File: config.mk
export PLATFORM = sky130hd
export DESIGN_NAME = conv_row_endpoint
export DESIGN_NICKNAME = d
export VERILOG_FILES = /design/src/rtl/conv_row_endpoint.sv
export SDC_FILE = /design/constraint.sdc
export NUM_CORES = 1
export LEC_CHECK = 0
export CAP_MARGIN = 20
export CORE_UTILIZATION = 30
export CTS_BUF_LIST = sky130_fd_sc_hd__clkbuf_16
export DETAILED_ROUTE_END_ITERATION = 8
export DONT_BUFFER_PORTS = 1
export GPL_ROUTABILITY_DRIVEN = 0
export PLACE_DENSITY = 0.45
export SYNTH_ARGS = -nofsm -noshare
export SYNTH_HDL_FRONTEND = slang
export SYNTH_SLANG_ARGS = --single-unit
export TNS_END_PERCENT = 20
File: constraint.sdc
create_clock -name clk -period 11.6 [get_ports clk]
set_input_delay 2.32 -clock clk [delete_from_list [all_inputs] [get_ports clk]]
set_output_delay 2.32 -clock clk [all_outputs]
set_load 0.05 [all_outputs]
File: src/rtl/conv_row_endpoint.sv
// PE-side NoC endpoint: spike-gated row MAC into 3x3 membrane potentials.
// Optional LEAK_EN macro enables the leak on non-firing neurons at FIRE.
module conv_row_endpoint #(
   parameter logic [7:0] PE_ADDR_MASK = 8'h0F,
   parameter logic [7:0] DEST_ADDR    = 8'h00,
   parameter int         POT_W        = 16,
   parameter int         THRESH       = 64
`ifdef LEAK_EN
   ,
   parameter int         LEAK         = 1
`endif
) (
   input  logic        clk,
   input  logic        rst_n,
   input  logic        in_valid,
   output logic        in_ready,
   input  logic [38:0] in_packet,
   output logic        out_valid,
   input  logic        out_ready,
   output logic [38:0] out_packet,
   output logic        drop_pulse,
   output logic        timestep_done
);

   typedef enum logic [2:0] {
      IDLE, CHECK, MAC, FIRE, SEND
   } state_t;

   state_t            state;
   logic [38:0]       pkt_q;
   logic [1:0]        row_q;
   logic [1:0]        c_q;
   logic [POT_W-1:0]  pot [3][3];
   logic [1:0]        cnt [3];

   logic [1:0]        typ;
   logic [7:0]        addr;
   logic [7:0]        k_bits;
   logic [7:0]        r_bits;
   logic              pkt_ok;
   logic [4:0]        ifm_sh;
   logic [9:0]        partial;
   logic [POT_W:0]    sum;
   logic [POT_W-1:0]  mac_pot;
   logic [2:0]        spk;
   logic [7:0]        field [3];
   logic [POT_W-1:0]  next_pot [3];

   always_comb begin
      typ    = pkt_q[38:37];
      addr   = pkt_q[36:29];
      k_bits = addr & PE_ADDR_MASK;
      r_bits = (addr & ~PE_ADDR_MASK) >> 4;
      pkt_ok = (typ == 2'b01) && (k_bits >= 8'd1) &&
               (k_bits <= 8'd3) && (r_bits <= 8'd2);
      // shifting by c lines ifmap[4-c-j] up with tap j
      ifm_sh  = pkt_q[28:24] << c_q;
      partial = '0;
      for (int j = 0; j < 3; j++) begin
         if (ifm_sh[4-j])
            partial = partial + 10'(pkt_q[23-8*j -: 8]);
      end
      sum     = {1'b0, pot[row_q][c_q]} + (POT_W+1)'(partial);
      mac_pot = sum[POT_W] ? '1 : sum[POT_W-1:0];
      for (int c = 0; c < 3; c++) begin
         spk[c]   = pot[row_q][c] >= POT_W'(THRESH);
         field[c] = (pot[row_q][c] > POT_W'(255)) ?
                    8'hFF : pot[row_q][c][7:0];
         if (spk[c])
            next_pot[c] = '0;
         else begin
`ifdef LEAK_EN
            next_pot[c] = (pot[row_q][c] > POT_W'(LEAK)) ?
                          pot[row_q][c] - POT_W'(LEAK) : '0;
`else
            next_pot[c] = pot[row_q][c];
`endif
         end
      end
   end

   always_ff @(posedge clk or negedge rst_n) begin
      if (!rst_n) begin
         state         <= IDLE;
         in_ready      <= 1'b0;
         out_valid     <= 1'b0;
         out_packet    <= '0;
         drop_pulse    <= 1'b0;
         timestep_done <= 1'b0;
         pkt_q         <= '0;
         row_q         <= '0;
         c_q           <= '0;
         for (int r = 0; r < 3; r++) begin
            cnt[r] <= '0;
            for (int c = 0; c < 3; c++)
               pot[r][c] <= '0;
         end
      end else begin
         drop_pulse    <= 1'b0;
         timestep_done <= 1'b0;
         unique case (state)
            IDLE: begin
               if (in_valid && in_ready) begin
                  pkt_q    <= in_packet;
                  in_ready <= 1'b0;
                  state    <= CHECK;
               end else
                  in_ready <= 1'b1;
            end
            CHECK: begin
               if (pkt_ok) begin
                  row_q <= r_bits[1:0];
                  c_q   <= '0;
                  state <= MAC;
               end else begin
                  drop_pulse <= 1'b1;
                  in_ready   <= 1'b1;
                  state      <= IDLE;
               end
            end
            MAC: begin
               pot[row_q][c_q] <= mac_pot;
               if (c_q == 2'd2) begin
                  cnt[row_q] <= cnt[row_q] + 2'd1;
                  if (cnt[row_q] == 2'd2)
                     state <= FIRE;
                  else begin
                     in_ready <= 1'b1;
                     state    <= IDLE;
                  end
               end else
                  c_q <= c_q + 2'd1;
            end
            FIRE: begin
               for (int c = 0; c < 3; c++)
                  pot[row_q][c] <= next_pot[c];
               cnt[row_q] <= '0;
               out_packet <= {2'b10, DEST_ADDR, row_q,
                              spk[0], spk[1], spk[2],
                              field[0], field[1], field[2]};
               out_valid  <= 1'b1;
               state      <= SEND;
            end
            SEND: begin
               if (out_ready) begin
                  out_valid     <= 1'b0;
                  timestep_done <= (row_q == 2'd2);
                  in_ready      <= 1'b1;
                  state         <= IDLE;
               end
            end
            default: state <= IDLE;
         endcase
      end
   end

endmodule

# ---- Word-level counts from Yosys, hierarchy flattened
# Cells that the tools add are included.
# Widths: inputs -> output; s select.
dict set report classes {
  addsub 5
  order_cmp 13
  n_eq_ne 15
  shifts 1
  mux 60
  bitwise_logic 4
  n_reduce_logical 18
}
# op n
set op_table {}
lappend op_table {{$bwmux 144} 4}
lappend op_table {{$demux 48 s2} 4}
lappend op_table {{$pmux 144 s2} 1}
lappend op_table {{$mux 48} 4}
lappend op_table {{$mux 16} 8}
lappend op_table {{$bmux 48 s2} 1}
lappend op_table {{$ge 16x7->1 const B} 3}
lappend op_table {{$gt 16x8->1 const B} 3}
lappend op_table {{$bmux 16 s2} 1}
lappend op_table {{$demux 16 s2} 1}
lappend op_table {{$mux 32} 1}
lappend op_table {{$mux 8} 4}
lappend op_table {{$mux 10} 2}
lappend op_table {{$add 16x10->17} 1}
lappend op_table {{$pmux 3 s5} 1}
lappend op_table {{$mux 2} 7}
lappend op_table {{$ne 2x2->1 const B} 7}
lappend op_table {{$pmux 6 s2} 1}
lappend op_table {{$add 10x8->10} 1}
lappend op_table {{$mux 1} 10}
lappend op_table {{$add 8x8->9} 1}
lappend op_table {{$mux 3} 3}
lappend op_table {{$le 4x2->1 const B} 2}
lappend op_table {{$reduce_and 2->1} 4}
lappend op_table {{other kinds (26)} 41}
dict set report totals {
  register_bits 230
  inputBits 43
  elab_cells 137
}

# ---- Logic depth before layout (Yosys ltp)
# Gate-level depths: netlist of the first run.
dict set report logic_depth {
  depth_word 11
  ltp_mapped 28
}

# ---- Worst setup path before layout of the first run
# OpenSTA, ideal clock, no wires.
dict set report synth_timing {
  path_type {flip-flop to flip-flop}
  start {register c_q[0]}
  end {register pot[71] (netlist bit)}
  setup_ns 0.129
  arrival_ns 5.827
  path_slack_ns 5.645
  path_stages_with_launch 25
  synth_period_minus_slack_ns 5.955
  cell_sequence {dfrtp_1 > clkbuf_1 > mux4_2 > nand2_1 > inv_1 > ha_1 > inv_1 > fa_1 > o21ai_0 > ha_1 > a21o_1 > a21oi_1 > nor2b_1 > o21a_1 > o41ai_1 > xnor2_1 > a21oi_1 > ha_1 > a21oi_1 > nand2_1 > o31ai_1 > or3_1 > buf_2 > o21a_1 > o21ai_1}
}
dict set report synth_between {
  elab_chain_cells 10
  word_cells_on_any_way 21
  classes_between {add/sub (3); order compare (2); shift (1); mux (13); bitwise (1); reduce/logical (1)}
}
# item line
set synth_rtl {}
lappend synth_rtl {{start, declared} 32} ;# logic [1:0] c_q;
lappend synth_rtl {{start signal, assigned} 132} ;# c_q <= c_q + 2'd1;
lappend synth_rtl {{$shl 5x2->5} 57} ;# ifm_sh = pkt_q[28:24] << c_q;
lappend synth_rtl {{$mux 8} 60} ;# if (ifm_sh[4-j])
lappend synth_rtl {{$add 8x8->9} 61} ;# partial = partial + 10'(pkt_q[23-8*j -: 8]);
lappend synth_rtl {{$mux 10} 60}
lappend synth_rtl {{$add 10x8->10} 61}
lappend synth_rtl {{$mux 10} 60}
lappend synth_rtl {{$add 16x10->17} 63} ;# sum = {1'b0, pot[row_q][c_q]} + (POT_W+1)'(partial);
lappend synth_rtl {{$mux 16} 64} ;# mac_pot = sum[POT_W] ? '1 : sum[POT_W-1:0];
lappend synth_rtl {{$bwmux 144 *} 122} ;# pot[row_q][c_q] <= mac_pot;
lappend synth_rtl {{$pmux 144 s2 *} 101} ;# unique case (state)
lappend synth_rtl {{end signal, assigned by index} 122}
lappend synth_rtl {{end signal, assigned by index} 136} ;# pot[row_q][c] <= next_pot[c];
lappend synth_rtl {{end, declared} 33} ;# logic [POT_W-1:0] pot [3][3];
# Every way passes the cells marked *; elsewhere a longest branch is shown, timed or not. The select of a mux whose other input is x is not followed.
# A chain may end at the register's enable or synchronous reset.

# ---- Worst setup path after layout of the first run
dict set report layout_timing {
  start {register c_q[0]}
  end {register pot[23] (netlist bit)}
}
# Same word-level chain as after synthesis.

==> flow_metrics.env, run 1 <==
export IMPL_status="completed"
export IMPL_final_core_util=0.340
export IMPL_max_freq_mhz=142
export IMPL_detail_route_wl_per_cell_um=22.2
export IMPL_finalWirelength_mm=38.7
export IMPL_p_leak_nw=5.81
export IMPL_syn_area_per_cell_um2=9.97
export IMPL_dr_pass1_iters=5
export IMPL_grt_max_degree=231
export IMPL_nets=1274
export IMPL_cts_hold_buffers=0
export IMPL_dieArea_um2=41300
export IMPL_period_share=0.605
export IMPL_ys_flop_type="dfrtp_1"
export IMPL_ys_ff_latch=230
export IMPL_viasPerCell=5.38
export IMPL_cts_resized=0
export IMPL_port_buffer_count=0
export IMPL_max_cap_violations=0
export IMPL_cts_htree_levels=1
export IMPL_initial_core_util=0.305
export IMPL_cts_buffers=28
export IMPL_clk_latency_ps=560
export IMPL_setup_violations=0
export IMPL_finalCriticalPeriod_ps=7020
export IMPL_worst_pin_slew_ps=1050
export IMPL_ys_types=66
export IMPL_track_usage=0.189
export IMPL_worstPathRequired_ps=12000
export IMPL_hold_violations=0
export IMPL_clock_skew_ps=22.6
export IMPL_drc=0
export IMPL_ys_seq_area_frac=0.474
export IMPL_grt_pass1_wl_mm=59.4
export IMPL_die_w_um=203
export IMPL_antenna_found_initial=1
export IMPL_slew_viol_final=0
export IMPL_slew_headroom=0.297
export IMPL_synthesis_area_um2=12100
export IMPL_cts_buffer_depth=3
export IMPL_synthTopCellsByCount="dfrtp_1, nand2_1, nor2_1, o21ai_0, a21oi_1"
export IMPL_postCtsSetupBuffers=0
export IMPL_area_growth_pct=11.4
export IMPL_cts_tree="built"
export IMPL_yosys_area_top_type="dfrtp_1"
export IMPL_synth_top_area_frac=0.474
export IMPL_cp_max_fo=27
export IMPL_async_flop_share=1.00
export IMPL_ir_worst_vdd_mv=0.235
export IMPL_grt_pass1_vias=9361
export IMPL_critical_path_class="flop to flop"
export IMPL_power_density_nw_per_um2=342
export IMPL_worst_setup_path_end_kind="flop"
export IMPL_via_count=9396
export IMPL_yosysMostFrequentCell="dfrtp_1"
export IMPL_cts_root_buf="clkbuf_16"
export IMPL_drive_above_1_share=0.108
export IMPL_cp_arrival_ps=7420
export IMPL_first_iter_violations=714
export IMPL_clk_pin_slew_ps=60
export IMPL_cts_sinks=230
export IMPL_synthCells=1217
export IMPL_rows=73
export IMPL_rsz0062_at_grt="false"
export IMPL_synth_edff_count=0
export IMPL_crit_path_start_kind="flop"
export IMPL_finalSetupTns_ps=0
export IMPL_die_h_um=203
export IMPL_overflow=0
export IMPL_synthTopCellsByArea="dfrtp_1, nand2_1, mux2i_1, mux2_2, o21ai_0"
export IMPL_io_pins=86
export IMPL_yosysWarnings=0
export IMPL_hp_class="flop to flop"
export IMPL_drtAntennaViolNets=0
export IMPL_hpwl_mm=26.5
export IMPL_core_um2=39800
metal layers:
layer  up-vias  share of wire  global-route usage  wire length [µm]
met1      4677           0.46               0.265             17900
met5         -              0                   0                 0
met2       265           0.45               0.292             17300
li1       4391              -                   -                 -
met3        63          0.054              0.0288              2090
met4         0          0.035              0.0747              1360
state kept, by name (all words and copies together) (netlist names):
name / count
pot: 144
pkt_q: 39
out_packet: 30
cnt: 6
state: 3
c_q: 2
row_q: 2
drop_pulse: 1
in_ready: 1
out_valid: 1
timestep_done: 1
layout by cell type, fill, tap and decap left out, drive strengths merged, types with 14 or more instances in the layout:
master | synthesis | layout
a21oi | 65 | 65
nand2 | 156 | 156
dfrtp | 230 | 230
inv | 16 | 25
nor2 | 99 | 99
buf | 32 | 16
o22ai | 21 | 21
nand2b | 17 | 17
mux2 | 47 | 47
a22o | 37 | 37
o221ai | 14 | 14
clkbuf | 41 | 30
a2bb2oi | 21 | 21
o21ai | 125 | 125
ha | 29 | 29
o22a | 35 | 35
mux2i | 53 | 53
a21o | 18 | 18
kinds of logic (layout without fill, tap and decap cells):
| family | count (synthesis) | after routing | share of synthesized area |
|---|---|---|---|
| AOI/OAI and AO/OA | 389 | 389 | 0.213 |
| xor gates and xnor gates | 21 | 21 | 0.0152 |
| adders and majority gates | 34 | 34 | 0.0365 |
| buffers and inverters | 89 | 82 | 0.0341 |
| DFF | 230 | 230 | 0.474 |
| muxes | 106 | 106 | 0.0984 |
| other | 1 | 11 | 0.000309 |
| and+or+nand+nor | 347 | 347 | 0.128 |
critical path: stages (launching register included):
cell and delay [ps]:
dfrtp_1 320, buf_4 310, mux4_2 640, nand2_1 120, inv_1 40, ha_1 180
inv_1 70, fa_1 390, o21ai_0 360, ha_1 310, a21o_1 180, a21oi_1 210
nor2b_1 80, o21a_1 190, o41ai_1 410, xnor2_1 170, a21oi_1 90, ha_1 350
a21oi_1 210, nand2_1 100, o31ai_1 870, or3_1 680, o21a_1 470, o21ai_1 120
per-stage QoR:
stage	setup WS, ps	instance area [µm²]	total power [W]	hold WS (ps)	cells
global route	3930	13500	0.00494	502	1744
global placement	4670	12600	0.00380	462	1691
floorplan	5640	12200	0.00295	448	1225
CTS	4520	13500	0.00466	480	1740
finish	4580	13500	0.00462	477	1745
detailed placement	4550	12600	0.00379	467	1691
worst paths after layout:
kind | slack, ps | to | start | cells past startpoint
worst max register to register | 4580 | pot[23]$_DFFE_PN0P_ | c_q[0]$_DFFE_PN0P_ | 23
worst max-delay path | 4580 | pot[23]$_DFFE_PN0P_ | c_q[0]$_DFFE_PN0P_ | 23
worst min register to register | 480 | pot[25]$_DFFE_PN0P_ | pot[25]$_DFFE_PN0P_ | 2
max in group asynchronous | 9730 | row_q[1]$_DFFE_PN0P_ | rst_n | 0
min in group asynchronous | 1490 | cnt[0]$_DFFE_PN0P_ | rst_n | 0
worst min-delay path | 480 | pot[25]$_DFFE_PN0P_ | pot[25]$_DFFE_PN0P_ | 2
power by group:
| part | switching [W] | internal [W] | total [W] |
|---|---|---|---|
| clock | 0.000347 | 0.000491 | 0.000838 |
| combinational | 0.00168 | 0.000902 | 0.00258 |
| sequential | 0.000265 | 0.000937 | 0.00120 |
final cells by class:
class	instances	area, µm²
Sequential cell	230	5760
Clock inverter	20	141
Fill cell	4164	26300
Clock buffer	29	726
Tap cell	525	657
Inverter	16	60.1
Timing Repair Buffer	17	139
Antenna cell	2	5.00
Multi-Input combinational cell	906	6030
No activity file was read; power rests on OpenSTA's default activity.
==> inputs of run 2 (changes only) <==
- clock period: 11.6 -> 6.75 ns (I/O delays scaled with it)
==> run 2 against run 1 <==
Compared with the run above: critical path type unchanged; clock power grew 71%; die area is the same; clock skew grew 3.6 ps; routed wire length grew 0.28%; first-iteration DRC count grew 2.8%; non-clock buffer count grew 6; core utilization grew 0.097 points; maximum frequency grew 12%.
==> flow_metrics.env, run 2 (same netlist as run 1, synthesis figures left out) <==
export IMPL_overflow=0
export IMPL_finalCriticalPeriod_ps=6290
export IMPL_worstSetupEndpoint="pot[121]$_DFFE_PN0P_"
export IMPL_path_depth=23
export IMPL_power_density_nw_per_um2=584
export IMPL_hold_violations=0
export IMPL_cts_sinks=230
export IMPL_critPathMaxStageDelay_ps=630
export IMPL_p_leak_nw=5.84
export IMPL_r2r_slack_ps=460
export IMPL_swShare=0.497
export IMPL_stdcell_count=1752
export IMPL_area_growth_pct=11.7
export IMPL_timing_rr_end="pot[121]$_DFFE_PN0P_"
export IMPL_cts_buffer_depth=3
export IMPL_worst_setup_path_end_kind="flop"
export IMPL_cts_hold_buffers=0
export IMPL_postCtsSetupBuffers=0
export IMPL_clk_pin_slew_ps=60
export IMPL_io_pins=86
export IMPL_cp_max_fo=9
export IMPL_finalSetupTns_ps=0
export IMPL_seq_power_share=0.257
export IMPL_mostFrequentLayoutCell="dfrtp_1"
export IMPL_track_usage=0.190
export IMPL_power_frac_comb=0.563
export IMPL_drive_above_1_share=0.110
export IMPL_worstPathRequired_ps=7180
export IMPL_max_cap_violations=0
export IMPL_antenna_found_initial=1
export IMPL_hp_class="primary input to asynchronous set/reset pin"
export IMPL_rsz0062_at_grt="false"
export IMPL_crit_buf_inv=1
export IMPL_largest_reg_flops=144
export IMPL_status="completed"
export IMPL_hpwl_mm=26.9
export IMPL_viasPerCell=5.37
export IMPL_dieArea_um2=41300
export IMPL_clkPwrFrac=0.180
export IMPL_nets=1281
export IMPL_dr_pass1_iters=5
export IMPL_worst_pin_slew_ps=1070
export IMPL_core_um2=39800
export IMPL_period_share=0.932
export IMPL_slew_viol_final=0
export IMPL_cp_arrival_ps=6720
export IMPL_nFillCells=4127
export IMPL_grt_pass1_wl_mm=60.0
export IMPL_ir_worst_vdd_mv=0.354
export IMPL_slew_headroom=0.290
export IMPL_top_register="pot"
export IMPL_drtAntennaViolNets=0
export IMPL_crit_path_start_kind="flop"
export IMPL_netSwitchingPower_w=0.00394
export IMPL_finalWirelength_mm=38.8
export IMPL_clock_skew_ps=26.2
export IMPL_cts_buffers=29
export IMPL_first_iter_violations=734
export IMPL_grt_pass1_vias=9504
export IMPL_clk_latency_ps=580
export IMPL_critical_path_class="flop to flop"
export IMPL_p_int_w=0.00399
export IMPL_reg_largest_list="pot (144), pkt_q (39), out_packet (30)"
export IMPL_ff_latch_area_um2=5760
export IMPL_detail_route_wl_per_cell_um=22.1
export IMPL_grt_max_degree=231
export IMPL_dp_cells=1700
export IMPL_multi_input_area_um2=6040
export IMPL_die_w_um=203
export IMPL_cp_startpoint="pkt_q[25]$_DFFE_PN0P_"
export IMPL_max_freq_mhz=159
export IMPL_cts_root_buf="clkbuf_16"
export IMPL_final_cell_mix="dfrtp_1, nand2_1, nor2_1, o21ai_0, a21oi_1"
export IMPL_die_h_um=203
export IMPL_port_buffer_count=0
export IMPL_cpLargestDelayFamily="compound AO/OA/AOI/OAI gates"
export IMPL_initial_core_util=0.305
export IMPL_drc=0
export IMPL_setup_violations=0
export IMPL_via_count=9412
export IMPL_cts_tree="built"
export IMPL_rows=73
export IMPL_crit_chain="mux4_2, nand2_1, inv_1, ha_1, a21o_1, a21o_1, maj3_1, a21oi_1, xor2_1, o21ai_0, ha_1, o21a_1, nor2_1, xnor2_1, mux2_2, ha_1, a211o_1, o221a_2, o21a_1, o21a_1, or3_1, a21oi_1, o21ai_0"
export IMPL_cts_htree_levels=1
export IMPL_worst_r2r_path_depth=23
export IMPL_cp_slowest_cell="a21oi_1"
export IMPL_r2r_start="pkt_q[25]$_DFFE_PN0P_"
## run 2: cell count changes in the layout (fill, tap and decap cells not counted), moves of 2 or more
cell,before,now
buf_4,14,22
clkinv_1,3,5
clkinv_2,4,1
inv_1,25,28
## run 2: worst min-delay path by stage
stage,cells past startpoint,slack [ps],to,start
after detailed placement,2,470,pot[136]$_DFFE_PN0P_,pot[136]$_DFFE_PN0P_
after global placement,2,460,pot[109]$_DFFE_PN0P_,pot[109]$_DFFE_PN0P_
after floorplan,2,450,pot[109]$_DFFE_PN0P_,pot[109]$_DFFE_PN0P_
after CTS,0,440,pot[6]$_DFFE_PN0P_,rst_n
after global routing,0,460,pot[12]$_DFFE_PN0P_,rst_n
final,0,480,pot[12]$_DFFE_PN0P_,rst_n
## run 2: metal layers
layer  GRT usage  wire length, µm
met1       0.272            18400
met2       0.295            17500
met5           0                0
met3      0.0246             1640
met4      0.0642             1190
## run 2: layout make-up
class / count / share of cell area
Clock inverter: 22 / 0.00996
Clock buffer: 29 / 0.0535
Inverter: 16 / 0.00443
Sequential cell: 230 / 0.425
Multi-Input combinational cell: 906 / 0.445
Antenna cell: 1 / 0.000185
Timing Repair Buffer: 23 / 0.0137
Tap cell: 525 / 0.0484
## run 2: what timing repair did
action | CTS | global route
endpoints found under the setup margin | 0 | 1
endpoints found under the hold margin | 0 | 0
gates resized for setup | 0 | 1
## run 2: power by group through the flow
stage,sequential [W],combinational [W],clock [W]
final,0.00204,0.00446,0.00143
after global placement,0.00207,0.00446,0
after floorplan,0.00197,0.00310,0
after global routing,0.00207,0.00485,0.00153
after CTS,0.00204,0.00446,0.00147
after detailed placement,0.00207,0.00443,0
## run 2: per-stage QoR
| step | hold slack [ps] | instance area, µm² | worst slack [ps] | total power, W | util |
|---|---|---|---|---|---|
| after floorplan | 448 | 12200 | 795 | 0.00507 | - |
| after global placement | 459 | 12700 | 476 | 0.00653 | 0.319 |
| after detailed placement | 469 | 12700 | 469 | 0.00650 | 0.319 |
| after CTS | 445 | 13600 | 454 | 0.00798 | 0.340 |
| after global routing | 458 | 13600 | 20.3 | 0.00845 | 0.341 |
| final | 476 | 13600 | 458 | 0.00793 | 0.341 |
==> inputs of run 3 (changes only) <==
- CORE_MARGIN: default -> 2
==> run 3 against run 2 <==
Compared with the run above: sequential cell count stayed put; largest power group unchanged; routed wire length is 0.66% higher; worst hold slack better by 0.62 ps; largest cell class unchanged; global-route usage is 0.13 points lower; total power is 1.1% higher; clock skew is 14 ps lower; critical path type unchanged; highest routed layer unchanged; via count is 0.12% higher; sequential share of layout area is 0.058 points lower; non-clock buffer count stayed put; critical endpoint is now pot[137]$_DFFE_PN0P_; setup slack better by 10 ps.
==> flow_metrics.env, run 3 (same netlist as run 1, synthesis figures left out) <==
export IMPL_status="completed"
export IMPL_dr_max_layer_used="met4"
export IMPL_period_share=0.931
export IMPL_finalCriticalPeriod_ps=6280
export IMPL_cts_hold_buffers=0
export IMPL_grt_pass1_wl_mm=60.4
export IMPL_cp_max_fo=9
export IMPL_initial_core_util=0.305
export IMPL_clk_latency_ps=560
export IMPL_antenna_found_initial=0
export IMPL_die_h_um=205
export IMPL_wl_met1_mm=18.2
export IMPL_rsz0062_at_grt="false"
export IMPL_port_buffer_count=0
export IMPL_drtAntennaViolNets=0
export IMPL_area_growth_pct=11.9
export IMPL_r2r_slack_ps=470
export IMPL_cts_buffers=28
export IMPL_via_count=9423
export IMPL_final_cell_mix="dfrtp_1, nand2_1, nor2_1, o21ai_0, a21oi_1"
export IMPL_first_iter_violations=710
export IMPL_met2_length_mm=17.7
export IMPL_core_um2=39800
export IMPL_setup_violations=0
export IMPL_n_antenna_cell=0
export IMPL_cts_buffer_depth=3
export IMPL_hpwl_mm=26.9
export IMPL_drc=0
export IMPL_cp_slowest_cell="a21oi_1"
export IMPL_power_density_nw_per_um2=590
export IMPL_worstPathRequired_ps=7150
export IMPL_p_int_w=0.00406
export IMPL_cts_root_buf="clkbuf_16"
export IMPL_cts_resized=0
export IMPL_reg_largest_list="pot (144), pkt_q (39), out_packet (30)"
export IMPL_netSwitchingPower_w=0.00395
export IMPL_hold_violations=0
export IMPL_worst_pin_slew_ps=1070
export IMPL_cts_sinks=230
export IMPL_max_cap_violations=0
export IMPL_rows=73
export IMPL_cts_tree="built"
export IMPL_max_freq_mhz=159
export IMPL_grt_max_degree=231
export IMPL_finalWirelength_mm=39.0
export IMPL_drive_above_1_share=0.114
export IMPL_preCtsSetupSlack_ps=492
export IMPL_overflow=0
export IMPL_ir_worst_vdd_mv=0.322
export IMPL_top_register="pot"
export IMPL_slew_viol_final=0
export IMPL_p_leak_nw=5.83
export IMPL_cp_arrival_ps=6680
export IMPL_seq_power_share=0.252
export IMPL_largest_reg_flops=144
export IMPL_finalSetupTns_ps=0
export IMPL_postCtsSetupBuffers=0
export IMPL_power_frac_comb=0.561
export IMPL_slew_headroom=0.286
export IMPL_dieArea_um2=42100
export IMPL_track_usage=0.189
export IMPL_dr_wl_met3_mm=1.94
export IMPL_whs_ps=477
export IMPL_swShare=0.493
export IMPL_nets=1280
export IMPL_clk_pin_slew_ps=60
export IMPL_hp_class="flop to flop"
export IMPL_worst_slack_ps=469
export IMPL_viasPerCell=5.39
export IMPL_io_pins=86
export IMPL_critPathMaxStageDelay_ps=630
export IMPL_detail_route_wl_per_cell_um=22.3
export IMPL_dr_pass1_iters=6
export IMPL_grt_pass1_vias=9509
export IMPL_critical_path_class="flop to flop"
export IMPL_worst_setup_path_end_kind="flop"
export IMPL_clkPwrFrac=0.187
export IMPL_finalPower_w=0.00802
export IMPL_crit_path_start_kind="flop"
export IMPL_clock_skew_ps=12.1
export IMPL_die_w_um=205
export IMPL_cts_htree_levels=1
export IMPL_mostFrequentLayoutCell="dfrtp_1"
==> run 3: path summary, 6_finish.rpt <==
check,cells after the start,end,from
min in group asynchronous,0,pkt_q[32]$_DFFE_PN0P_,rst_n
worst max-delay path,25,pot[137]$_DFFE_PN0P_,pkt_q[25]$_DFFE_PN0P_
max in group asynchronous,0,cnt[0]$_DFFE_PN0P_,rst_n
worst min-delay path,2,pot[142]$_DFFE_PN0P_,pot[142]$_DFFE_PN0P_
worst min register to register,2,pot[142]$_DFFE_PN0P_,pot[142]$_DFFE_PN0P_
worst max register to register,25,pot[137]$_DFFE_PN0P_,pkt_q[25]$_DFFE_PN0P_
==> run 3: worst max-delay path, delay by kind of cell, from the launching register on <==
family	cells	cell delay, ps
flops	1	420
compound gates	9	2330
simple gates	4	700
mux	2	860
buf+inv	3	170
xor+xnor	2	210
fa+ha+maj	5	1440
==> run 3: metal layers <==
metal,vias to the layer above,track usage
met5,-,0
met4,0,0.0653
met3,66,0.0334
met2,227,0.295
met1,4724,0.263
li1,4406,-
==> run 3: power by group through the flow <==
stage / sequential, W / clock (W) / combinational, W
floorplan: 0.00197 / 0 / 0.00310
global placement: 0.00205 / 0 / 0.00449
detailed placement: 0.00205 / 0 / 0.00447
CTS: 0.00203 / 0.00154 / 0.00450
global route: 0.00206 / 0.00160 / 0.00495
finish: 0.00202 / 0.00150 / 0.00449
==> run 3: final cells by class <==
| cell class | count | area [µm²] |
|---|---|---|
| clock inverters | 20 | 174 |
| clock buffers | 29 | 726 |
| fillers | 4146 | 26200 |
| inverters | 16 | 60.1 |
| repair buffers | 23 | 173 |
| well taps | 525 | 657 |
| multi-input cells | 906 | 6030 |
| flip-flops and latches | 230 | 5760 |
==> run 3: through the flow <==
step	area, µm²	utilization	cells
after floorplan	12200	-	1225
after global placement	12700	0.318	1699
after detailed placement	12700	0.318	1699
after CTS	13600	0.341	1748
after global routing	13600	0.341	1749
final	13600	0.341	1749
